===== src/rtl/dmaster_st_packet_arbiter_pkg.sv =====
// Shared types and constants for the packet-atomic stream arbiter.
package dmaster_arb_pkg;

    localparam int BYTE_W    = 8;
    localparam int ERR_CNT_W = 8;

    typedef enum logic {
        IDLE    = 1'b0,
        GRANTED = 1'b1
    } arb_state_e;

endpackage : dmaster_arb_pkg


===== src/rtl/dmaster_st_packet_arbiter_if.sv =====
// Bundle of the requester-side and output-side Avalon-ST signals of the arbiter.
//
// Handshake: a beat moves across a link on a rising clock edge exactly when
// valid and ready are both high in the cycle before that edge. A source holds
// its data/framing stable while valid is high and ready is low. Ready may
// depend combinationally on the other side's state but never on valid.
interface dmaster_st_packet_arbiter_if #(
    parameter int NUM_IN    = 4,
    parameter int CHANNEL_W = 8
);
    import dmaster_arb_pkg::*;

    logic [NUM_IN-1:0]        in_valid;
    logic [NUM_IN*BYTE_W-1:0] in_data;
    logic [NUM_IN-1:0]        in_startofpacket;
    logic [NUM_IN-1:0]        in_endofpacket;
    logic [NUM_IN-1:0]        in_ready;

    logic                     out_valid;
    logic [BYTE_W-1:0]        out_data;
    logic [CHANNEL_W-1:0]     out_channel;
    logic                     out_startofpacket;
    logic                     out_endofpacket;
    logic                     out_ready;

    // Environment side: drives the requesters and the downstream ready.
    modport master (
        output in_valid, in_data, in_startofpacket, in_endofpacket, out_ready,
        input  in_ready, out_valid, out_data, out_channel,
               out_startofpacket, out_endofpacket
    );

    // Arbiter side: sinks the requester streams, sources the channelised stream.
    modport slave (
        input  in_valid, in_data, in_startofpacket, in_endofpacket, out_ready,
        output in_ready, out_valid, out_data, out_channel,
               out_startofpacket, out_endofpacket
    );

endinterface : dmaster_st_packet_arbiter_if


===== src/rtl/dmaster_st_packet_arbiter_rr_picker.sv =====
// Combinational round-robin picker: first asserted request at or above the
// pointer, wrapping from NUM_IN-1 back to 0.
module dmaster_rr_picker #(
    parameter int NUM_IN = 4,
    parameter int PTR_W  = 2
) (
    input  logic [NUM_IN-1:0] req_i,
    input  logic [PTR_W-1:0]  ptr_i,
    output logic [PTR_W-1:0]  idx_o,
    output logic              any_o
);

    // Scan offsets from farthest to nearest so the nearest request wins last.
    always_comb begin
        idx_o = '0;
        any_o = 1'b0;
        for (int off = NUM_IN - 1; off >= 0; off--) begin
            int cand;
            cand = int'(ptr_i) + off;
            if (cand >= NUM_IN) begin
                cand = cand - NUM_IN;
            end
            if (req_i[cand]) begin
                idx_o = PTR_W'(cand);
                any_o = 1'b1;
            end
        end
    end

endmodule : dmaster_rr_picker


===== src/rtl/dmaster_st_packet_arbiter.sv =====
// Packet-atomic round-robin arbiter merging NUM_IN byte streams into one
// channelised stream. A requester keeps the grant from its first beat until
// its end-of-packet beat is accepted; every beat carries the requester index
// on out_channel. The output is a one-entry register.
// Optional framing checker: define DMASTER_ARB_FRAMING_CHECK_EN.
module dmaster_st_packet_arbiter
    import dmaster_arb_pkg::*;
#(
    parameter int NUM_IN    = 4,
    parameter int CHANNEL_W = 8
) (
    input  logic                    clk,
    input  logic                    reset,
    dmaster_st_packet_arbiter_if.slave bus,
    output logic                    framing_error,
    output logic [ERR_CNT_W-1:0]    framing_err_count,
    output arb_state_e              dbg_state_o
);

    localparam int PTR_W = $clog2(NUM_IN);

    if (NUM_IN < 2 || NUM_IN > 16) begin : g_bad_num_in
        $error("dmaster_st_packet_arbiter: NUM_IN must be 2..16");
    end
    if (CHANNEL_W < 5 && NUM_IN > (1 << CHANNEL_W)) begin : g_bad_channel_w
        $error("dmaster_st_packet_arbiter: CHANNEL_W too narrow for NUM_IN");
    end

    arb_state_e           state_q;
    logic [PTR_W-1:0]     grant_q;
    logic [PTR_W-1:0]     rr_ptr_q;
    logic [PTR_W-1:0]     rr_ptr_d;
    logic                 out_valid_q;
    logic [BYTE_W-1:0]    out_data_q;
    logic [CHANNEL_W-1:0] out_chan_q;
    logic                 out_sop_q;
    logic                 out_eop_q;

    logic [PTR_W-1:0]     pick_idx;
    logic                 pick_any;
    logic                 out_room;
    logic                 grant_start;
    logic                 beat_acc;
    logic [NUM_IN-1:0]    in_ready_c;
    logic [BYTE_W-1:0]    g_data;
    logic                 g_sop;
    logic                 g_eop;

    dmaster_rr_picker #(
        .NUM_IN (NUM_IN),
        .PTR_W  (PTR_W)
    ) u_picker (
        .req_i  (bus.in_valid),
        .ptr_i  (rr_ptr_q),
        .idx_o  (pick_idx),
        .any_o  (pick_any)
    );

    // The output register can take a beat when empty or being drained this cycle.
    assign out_room    = ~out_valid_q | bus.out_ready;
    assign grant_start = (state_q == IDLE) & pick_any;
    assign g_data      = bus.in_data[int'(grant_q)*BYTE_W +: BYTE_W];
    assign g_sop       = bus.in_startofpacket[grant_q];
    assign g_eop       = bus.in_endofpacket[grant_q];
    assign beat_acc    = (state_q == GRANTED) & bus.in_valid[grant_q] & out_room;

    // Only the granted requester sees ready, and only while the output can accept.
    always_comb begin
        in_ready_c = '0;
        if (state_q == GRANTED) begin
            in_ready_c[grant_q] = out_room;
        end
    end

    // Pointer moves one past the requester whose packet just finished.
    always_comb begin
        rr_ptr_d = grant_q + 1'b1;
        if (grant_q == PTR_W'(NUM_IN - 1)) begin
            rr_ptr_d = '0;
        end
    end

    // Arbitration FSM together with the one-entry output register.
    always_ff @(posedge clk or posedge reset) begin
        if (reset) begin
            state_q     <= IDLE;
            grant_q     <= '0;
            rr_ptr_q    <= '0;
            out_valid_q <= 1'b0;
            out_data_q  <= '0;
            out_chan_q  <= '0;
            out_sop_q   <= 1'b0;
            out_eop_q   <= 1'b0;
        end else begin
            case (state_q)
                IDLE: begin
                    if (pick_any) begin
                        grant_q <= pick_idx;
                        state_q <= GRANTED;
                    end
                end
                GRANTED: begin
                    if (beat_acc && g_eop) begin
                        rr_ptr_q <= rr_ptr_d;
                        state_q  <= IDLE;
                    end
                end
                default: state_q <= IDLE;
            endcase

            if (beat_acc) begin
                out_valid_q <= 1'b1;
                out_data_q  <= g_data;
                out_chan_q  <= CHANNEL_W'(grant_q);
                out_sop_q   <= g_sop;
                out_eop_q   <= g_eop;
            end else if (bus.out_ready) begin
                out_valid_q <= 1'b0;
            end
        end
    end

`ifdef DMASTER_ARB_FRAMING_CHECK_EN
    logic                 first_q;
    logic                 ferr_q;
    logic [ERR_CNT_W-1:0] fcnt_q;
    logic                 frame_bad;

    // First beat of a grant must carry SOP; later beats must not.
    assign frame_bad = beat_acc & (first_q ? ~g_sop : g_sop);

    // Track first-beat position and accumulate framing errors (count saturates).
    always_ff @(posedge clk or posedge reset) begin
        if (reset) begin
            first_q <= 1'b0;
            ferr_q  <= 1'b0;
            fcnt_q  <= '0;
        end else begin
            if (grant_start) begin
                first_q <= 1'b1;
            end else if (beat_acc) begin
                first_q <= 1'b0;
            end
            if (frame_bad) begin
                ferr_q <= 1'b1;
                if (fcnt_q != '1) begin
                    fcnt_q <= fcnt_q + 1'b1;
                end
            end
        end
    end

    assign framing_error     = ferr_q;
    assign framing_err_count = fcnt_q;
`else
    logic unused_grant_start;
    assign unused_grant_start = grant_start;
    assign framing_error      = 1'b0;
    assign framing_err_count  = '0;
`endif

    assign bus.in_ready          = in_ready_c;
    assign bus.out_valid         = out_valid_q;
    assign bus.out_data          = out_data_q;
    assign bus.out_channel       = out_chan_q;
    assign bus.out_startofpacket = out_sop_q;
    assign bus.out_endofpacket   = out_eop_q;
    assign dbg_state_o           = state_q;

endmodule : dmaster_st_packet_arbiter


===== src/flat_wrapper.sv =====
// flat-port wrapper written by rule: the top's interface ports become plain ports
module dmaster_st_packet_arbiter_flat import dmaster_arb_pkg::*;
#(
    parameter int NUM_IN    = 4,
    parameter int CHANNEL_W = 8
)
  (clk, reset, framing_error, framing_err_count, dbg_state_o, bus_in_valid, bus_in_data, bus_in_startofpacket, bus_in_endofpacket, bus_out_ready, bus_in_ready, bus_out_valid, bus_out_data, bus_out_channel, bus_out_startofpacket, bus_out_endofpacket);
  dmaster_st_packet_arbiter_if #(.NUM_IN(NUM_IN), .CHANNEL_W(CHANNEL_W)) bus_i ();
  input  logic clk;
  input  logic reset;
  output logic framing_error;
  output logic [ERR_CNT_W-1:0] framing_err_count;
  output arb_state_e dbg_state_o;
  input wire logic [$bits(bus_i.in_valid)-1:0] bus_in_valid;
  input wire logic [$bits(bus_i.in_data)-1:0] bus_in_data;
  input wire logic [$bits(bus_i.in_startofpacket)-1:0] bus_in_startofpacket;
  input wire logic [$bits(bus_i.in_endofpacket)-1:0] bus_in_endofpacket;
  input wire logic [$bits(bus_i.out_ready)-1:0] bus_out_ready;
  output wire logic [$bits(bus_i.in_ready)-1:0] bus_in_ready;
  output wire logic [$bits(bus_i.out_valid)-1:0] bus_out_valid;
  output wire logic [$bits(bus_i.out_data)-1:0] bus_out_data;
  output wire logic [$bits(bus_i.out_channel)-1:0] bus_out_channel;
  output wire logic [$bits(bus_i.out_startofpacket)-1:0] bus_out_startofpacket;
  output wire logic [$bits(bus_i.out_endofpacket)-1:0] bus_out_endofpacket;
  assign bus_i.in_valid = bus_in_valid;
  assign bus_i.in_data = bus_in_data;
  assign bus_i.in_startofpacket = bus_in_startofpacket;
  assign bus_i.in_endofpacket = bus_in_endofpacket;
  assign bus_i.out_ready = bus_out_ready;
  assign bus_in_ready = bus_i.in_ready;
  assign bus_out_valid = bus_i.out_valid;
  assign bus_out_data = bus_i.out_data;
  assign bus_out_channel = bus_i.out_channel;
  assign bus_out_startofpacket = bus_i.out_startofpacket;
  assign bus_out_endofpacket = bus_i.out_endofpacket;
  dmaster_st_packet_arbiter #(.NUM_IN(NUM_IN), .CHANNEL_W(CHANNEL_W)) u_core (.clk(clk), .reset(reset), .bus(bus_i), .framing_error(framing_error), .framing_err_count(framing_err_count), .dbg_state_o(dbg_state_o));
endmodule

===== config.mk =====
export PLATFORM = sky130hd
export DESIGN_NAME = dmaster_st_packet_arbiter_flat
export DESIGN_NICKNAME = d
export VERILOG_FILES = /design/src/rtl/dmaster_st_packet_arbiter_pkg.sv /design/src/rtl/dmaster_st_packet_arbiter_if.sv /design/src/rtl/dmaster_st_packet_arbiter_rr_picker.sv /design/src/rtl/dmaster_st_packet_arbiter.sv /design/src/flat_wrapper.sv
export SDC_FILE = /design/constraint.sdc
export NUM_CORES = 1
export LEC_CHECK = 0
export BUFFER_PORTS_ARGS = -buffer_cell sky130_fd_sc_hd__buf_2
export CORE_MARGIN = 10
export CORE_UTILIZATION = 38
export CTS_CLUSTER_DIAMETER = 100
export DETAILED_ROUTE_END_ITERATION = 16
export GPL_TIMING_DRIVEN = 0
export PLACE_DENSITY = 0.85
export SLEW_MARGIN = 20
export SYNTH_ARGS = -nofsm -noshare
export SYNTH_HDL_FRONTEND = slang
export SYNTH_SLANG_ARGS = --single-unit

===== constraint.sdc =====
create_clock -name clk -period 1.65 [get_ports clk]
set_input_delay 0.2475 -clock clk [delete_from_list [all_inputs] [get_ports clk]]
set_output_delay 0.2475 -clock clk [all_outputs]
set_load 0.03 [all_outputs]

### Yosys cells after proc, flatten, opt, wreduce, memory -nomap -nowiden

Cells that the tools add are included.

* flip-flop bits (word level): 18
* input bits: 47
* output and inout bits: 33
* word-level logic and storage cells: 78

* $add $sub $neg: 8
* magnitude comparators: 10
* equal/unequal tests: 1
* shift-type cells: 1
* mux-type cells: 39
* bitwise logic cells: 6
* reductions and logical operators: 5

Operator list (number)
* 32-bit by 4-bit < comparator with 1-bit output, second input constant: 4
* 32-bit two-way mux: 4
* 32-bit by 4-bit greater-or-equal comparator with 1-bit output, second input constant: 1
* 32-bit by 6-bit indexed part select with 8-bit output: 1
* 32-bit by 4-bit subtractor with 32-bit output, second input constant: 1
* 1-bit two-way mux: 20
* 1-bit binary-select mux with 2-bit select: 7
* 2-bit two-way mux: 5
* 3-bit by 3-bit subtractor with 4-bit output, second input constant: 2
* 2-bit by 2-bit adder with 3-bit output, second input constant: 2
* 3-bit greater-or-equal comparator, second input constant: 2
* 4-bit AND: 1
* 4-bit two-way mux: 1
* 2-bit AND reduction: 2
* 2-bit by 3-bit subtractor with 4-bit output, second input constant: 1
* 2-bit by 1-bit adder with 3-bit output, second input constant: 1
* 2-bit by 3-bit greater-or-equal comparator with 1-bit output, second input constant: 1
* 2-bit by 3-bit < comparator with 1-bit output, second input constant: 1
* 2-bit by 1-bit adder with 2-bit output, second input constant: 1
* 1-bit AND: 2
* 1-bit demux with 2-bit select: 1
* 2-bit equality test, second input constant: 1
* 2-bit by 1-bit greater-or-equal comparator with 1-bit output, second input constant: 1
* 1-bit logical AND: 2
* other kinds (4): 5

### Longest topological paths before layout

* depth in word-level cells: 12
* gate-level depth with buffers: 6
* gate-level depth less buffers: 4

### Cells and area by module

A second synthesis with hierarchy kept.

* cells, all modules: 105
* area total of the unflattened synthesis: 1331.3 sq um

Modules (own cells, without submodules)
* dmaster_st_packet_arbiter: times used 1, cells each 92, area an instance 1253.7 sq um, sequential area each 450.4 sq um
* dmaster_rr_picker: times used 1, cells each 13, area an instance 77.6 sq um, sequential area each 0.0 sq um

### Worst setup path before layout

Ideal clock, no wire load.

* path kind: register to register
* start: reg u_core.grant_q[0]
* end: reg u_core.out_data_q[0] (netlist: u_core.bus.out_data[0])
* library setup time: 0.125 ns
* arrival time: 1.601 ns
* path slack: -0.076 ns
* stages on the path, launching flop included: 6
* buffers on the path: 2
* period minus slack after synthesis: 1.726 ns
* cells stage by stage: dfrtp_1 > buf_6 > mux4_2 > nand3_2 > buf_6 > mux2_2

* longest elaborated chain between the ends: 4
* elaborated cells between the ends (all ways): 5

Ends and longest elaborated chain
* from (decl): line dmaster_st_packet_arbiter.sv:30 `logic [PTR_W-1:0] grant_q;`
* from (signal assigned): line dmaster_st_packet_arbiter.sv:98 `grant_q <= pick_idx;`
* parallel branches: the longest is 4 deep, another holds 32-bit by 6-bit indexed part select with 8-bit output
* to (signal assigned): line dmaster_st_packet_arbiter.sv:113 `out_data_q <= g_data;`
* to (decl): line dmaster_st_packet_arbiter.sv:34 `logic [BYTE_W-1:0] out_data_q;`

Parallel ways; which one is timed is not known. The select of a mux whose other input is x is not followed.
A chain may end at the register's enable or synchronous reset.

### Final worst setup path

Ends and elaborated chain as after synthesis.

==> impl_summary.log <==
INFO  metric outcome = finished with violations
INFO  metric failed_checks = negative setup slack
INFO  metric worst-path-max-fanout = 9
INFO  metric whs = 0.0545 ns
INFO  metric synth_area_per_cell = 11.7 µm²
INFO  metric post_layout_inst_area = 0.00203 mm²
INFO  metric avgViaCountPerCell = 4.73
INFO  metric worst-setup-path-type = reg -> reg
INFO  metric tritoncts_num_sinks = 18
INFO  metric ys_warn_count = 0
INFO  metric timing.fmax = 0.568 GHz
INFO  metric timing.setup.tns = -0.921 ns
INFO  metric layout.cells.most_common_list = sky130_fd_sc_hd__buf_2 (60), sky130_fd_sc_hd__buf_4 (26), sky130_fd_sc_hd__dfrtp_1 (18)
INFO  metric hold_buffers = 0
INFO  metric worst_setup_hold_path_clk_slew = 0.11 ns
INFO  metric register_area = 450 µm²
INFO  metric flop_and_latch_count_out_of_synthesis = 18
INFO  metric cts_buffer_count = 3
INFO  metric cts_htree_levels = 1
INFO  metric worstSetupStartpointType = flop
INFO  metric clock_skew = 0.00887 ns
INFO  metric min_period = 1.76 ns
INFO  metric post-dp-hpwl = 3140 µm
INFO  metric grt_pass1_vias = 1247
INFO  metric cp-end-kind = flop
INFO  metric wl_per_cell = 16.5 µm
INFO  metric area_growth_syn_to_layout = 59.2%
INFO  metric layout.filler_cells = 250
INFO  metric routed_wirelength = 4090 µm
INFO  metric dpl-instance-area = 0.00173 mm²
INFO  metric tritoncts_clock_tree = done
INFO  metric chain_of_cells_forming_the_critical_path = buf_6, mux4_2, nand3_4, buf_12, mux2_4
INFO  metric number_of_antenna_violations_at_the_first_check_in_global_routing = 0
INFO  metric netlist.top_cell.by_area = sky130_fd_sc_hd__dfrtp_1
INFO  metric share_of_the_yosys_chip_area_belonging_to_registers = 35.3%
INFO  metric utilization = 64.9%
INFO  metric finalCritPeriodShare = 107%
INFO  metric num-nets-final = 255
INFO  metric floorplan.io_pins = 80
INFO  metric pwr_density_cell = 1770 mW/mm²
INFO  metric drt_first_pass_iters = 4
INFO  metric hold_path.class = in -> async
INFO  metric fp.dieW = 77.9 µm
INFO  metric rsz0062_at_grt = yes
INFO  metric grt_max_degree = 19
INFO  metric fp.coreArea = 0.00313 mm²
INFO  metric worst_path_max_delay_cell = sky130_fd_sc_hd__mux4_2
INFO  metric dr_total_vias = 1169
INFO  metric synth.lib_cells_used.distinct = 28
INFO  metric grt_remaining_overflow = 0
INFO  metric timing.critical_path.required = 1.83 ns
INFO  metric finalHoldViolCount = 0
INFO  metric report.final.slew_viol_count = 0
INFO  metric worstPathArrival = 1.94 ns
INFO  metric leakage = 1.06 nW
INFO  metric grt_usage = 12.2%
INFO  metric diodes = 0
INFO  metric gate_count_post_synth = 109
INFO  metric final_common_cell = sky130_fd_sc_hd__buf_2
INFO  metric synth_area = 0.00127 mm²
INFO  metric io_buffer_count = 64
INFO  metric initial_utilization = 40.8%
INFO  metric synth_top_cells_by_area = sky130_fd_sc_hd__dfrtp_1 (35%), sky130_fd_sc_hd__mux4_1 (12%), sky130_fd_sc_hd__buf_4 (8.8%)
INFO  metric post-synth-top-area-fraction = 35.3%
INFO  metric total_power = 3.59 mW
INFO  metric die_height = 77.9 µm
INFO  metric globalplace.congestion = 0.832
INFO  metric critical_path.max_stage_delay = 0.57 ns
INFO  metric cts_buffer_depth = 2
INFO  metric drv_cap = 0
INFO  metric drc = 0
INFO  metric root_buffer = sky130_fd_sc_hd__clkbuf_4
INFO  metric finalWorstSetupSlack = -0.111 ns
INFO  metric clk-insertion-delay-late = 0.29 ns
INFO  metric worst-slew-pin-transition = 0.713 ns
INFO  metric placement_rows = 20
INFO  metric drt_iter0_drc = 43
INFO  metric setup_viol = 13
INFO  metric detail-route-antenna-nets = 0
INFO  metric drive_gt1_share = 63.5%
INFO  metric die_area = 0.00607 mm²
INFO  metric maximum_ir_drop_on_the_vdd_rail = 0.795 mV
INFO  metric multiInputGateArea = 818 µm²
INFO  metric slew_limit_headroom = 52.4%
INFO  metric grt_first_pass_wirelength = 6040 µm
## power breakdown
group / internal (mW) / total, mW / switching (mW)
Combinational: 1.24 / 2.50 / 1.26
Sequential: 0.663 / 0.814 / 0.152
Clock: 0.134 / 0.270 / 0.136
## final timing paths
kind	depth (start not counted)	startpoint	slack, ns	end
max	5	u_core.grant_q[0]	-0.11	u_core.bus.out_data[0]
min	2	reset	0.05	u_core.bus.out_valid
max reg2reg	5	u_core.grant_q[0]	-0.11	u_core.bus.out_data[0]
min reg2reg	2	u_core.bus.out_endofpacket	0.48	u_core.bus.out_endofpacket
max in group asynchronous	2	reset	1.14	u_core.bus.out_data[0]
min in group clk	3	bus_in_valid[3]	0.29	u_core.grant_q[1]
## per-stage QoR
stage          std cells  setup WS (ns)
2_1_floorplan        123        -0.0694
3_3_place_gp         231         -0.218
3_5_place_dp         231         -0.220
4_1_cts              243        -0.0954
5_1_grt              247         -0.155
6_report             247         -0.111
## cell families after synthesis
group / Yosys count / share of synthesized area [%]
compound gates: 17 / 8.05
fa+ha+maj: 4 / 3.93
buf+inv: 28 / 13.9
flops: 18 / 35.3
mux: 22 / 30.8
other cells: 1 / 0.294
simple gates: 19 / 7.66
## flip-flops by register name (all words and copies together) (netlist names)
| signal | flops |
|---|---|
| u_core.bus.out_valid | 1 |
| u_core.grant_q | 2 |
| u_core.bus.out_endofpacket | 1 |
| u_core.bus.out_channel | 2 |
| u_core.rr_ptr_q | 2 |
| u_core.bus.out_startofpacket | 1 |
| u_core.bus.out_data | 8 |
| u_core.dbg_state_o | 1 |
## worst max-delay path, delay by kind of cell, from the launching register on
family / cells / cell delay [ns]
multiplexers: 2 / 0.87
flip-flops: 1 / 0.38
buffers and inverters: 2 / 0.28
AND/OR/NAND/NOR: 1 / 0.12
## repair_timing
| action | in CTS | in global routing |
|---|---|---|
| setup buffers | 8 | 5 |
| pin swaps | 2 | 3 |
| setup endpoints to repair | 16 | 18 |
| gates resized for setup | 20 | 29 |
## per-layer routing
metal / vias up / global-route usage (%) / wire length [µm]
li1: 558 / - / -
met1: 550 / 12.9 / 1450
met2: 57 / 21.4 / 2130
met3: 4 / 5.88 / 469
met4: 0 / 2.87 / 39
met5: - / 0 / 0
## layout make-up
type,count,share of cell area [%]
Buffer,21,9.31
Clock buffer,4,1.79
Inverter,7,2.03
Multi-Input combinational cell,77,40.3
Sequential cell,18,22.2
Tap cell,44,2.71
Timing Repair Buffer,76,21.6
## synthesized netlist by cell type, drive strengths merged
| library cell | instances |
|---|---|
| nor2b | 1 |
| ha | 4 |
| clkbuf | 3 |
| nand2b | 1 |
| conb | 1 |
| o22ai | 2 |
| a21boi | 1 |
| buf | 18 |
| and3 | 4 |
| nand3 | 1 |
| o21a | 1 |
| inv | 7 |
| a31oi | 1 |
| mux2i | 1 |
| dfrtp | 18 |
| o31ai | 2 |
| o221ai | 1 |
| nor4 | 1 |
| mux2 | 10 |
| nor2 | 2 |
| o21ai | 7 |
| a21oi | 2 |
| nand2 | 8 |
| mux4 | 11 |
| nand4 | 1 |
No activity file was read; power rests on OpenSTA's default activity.
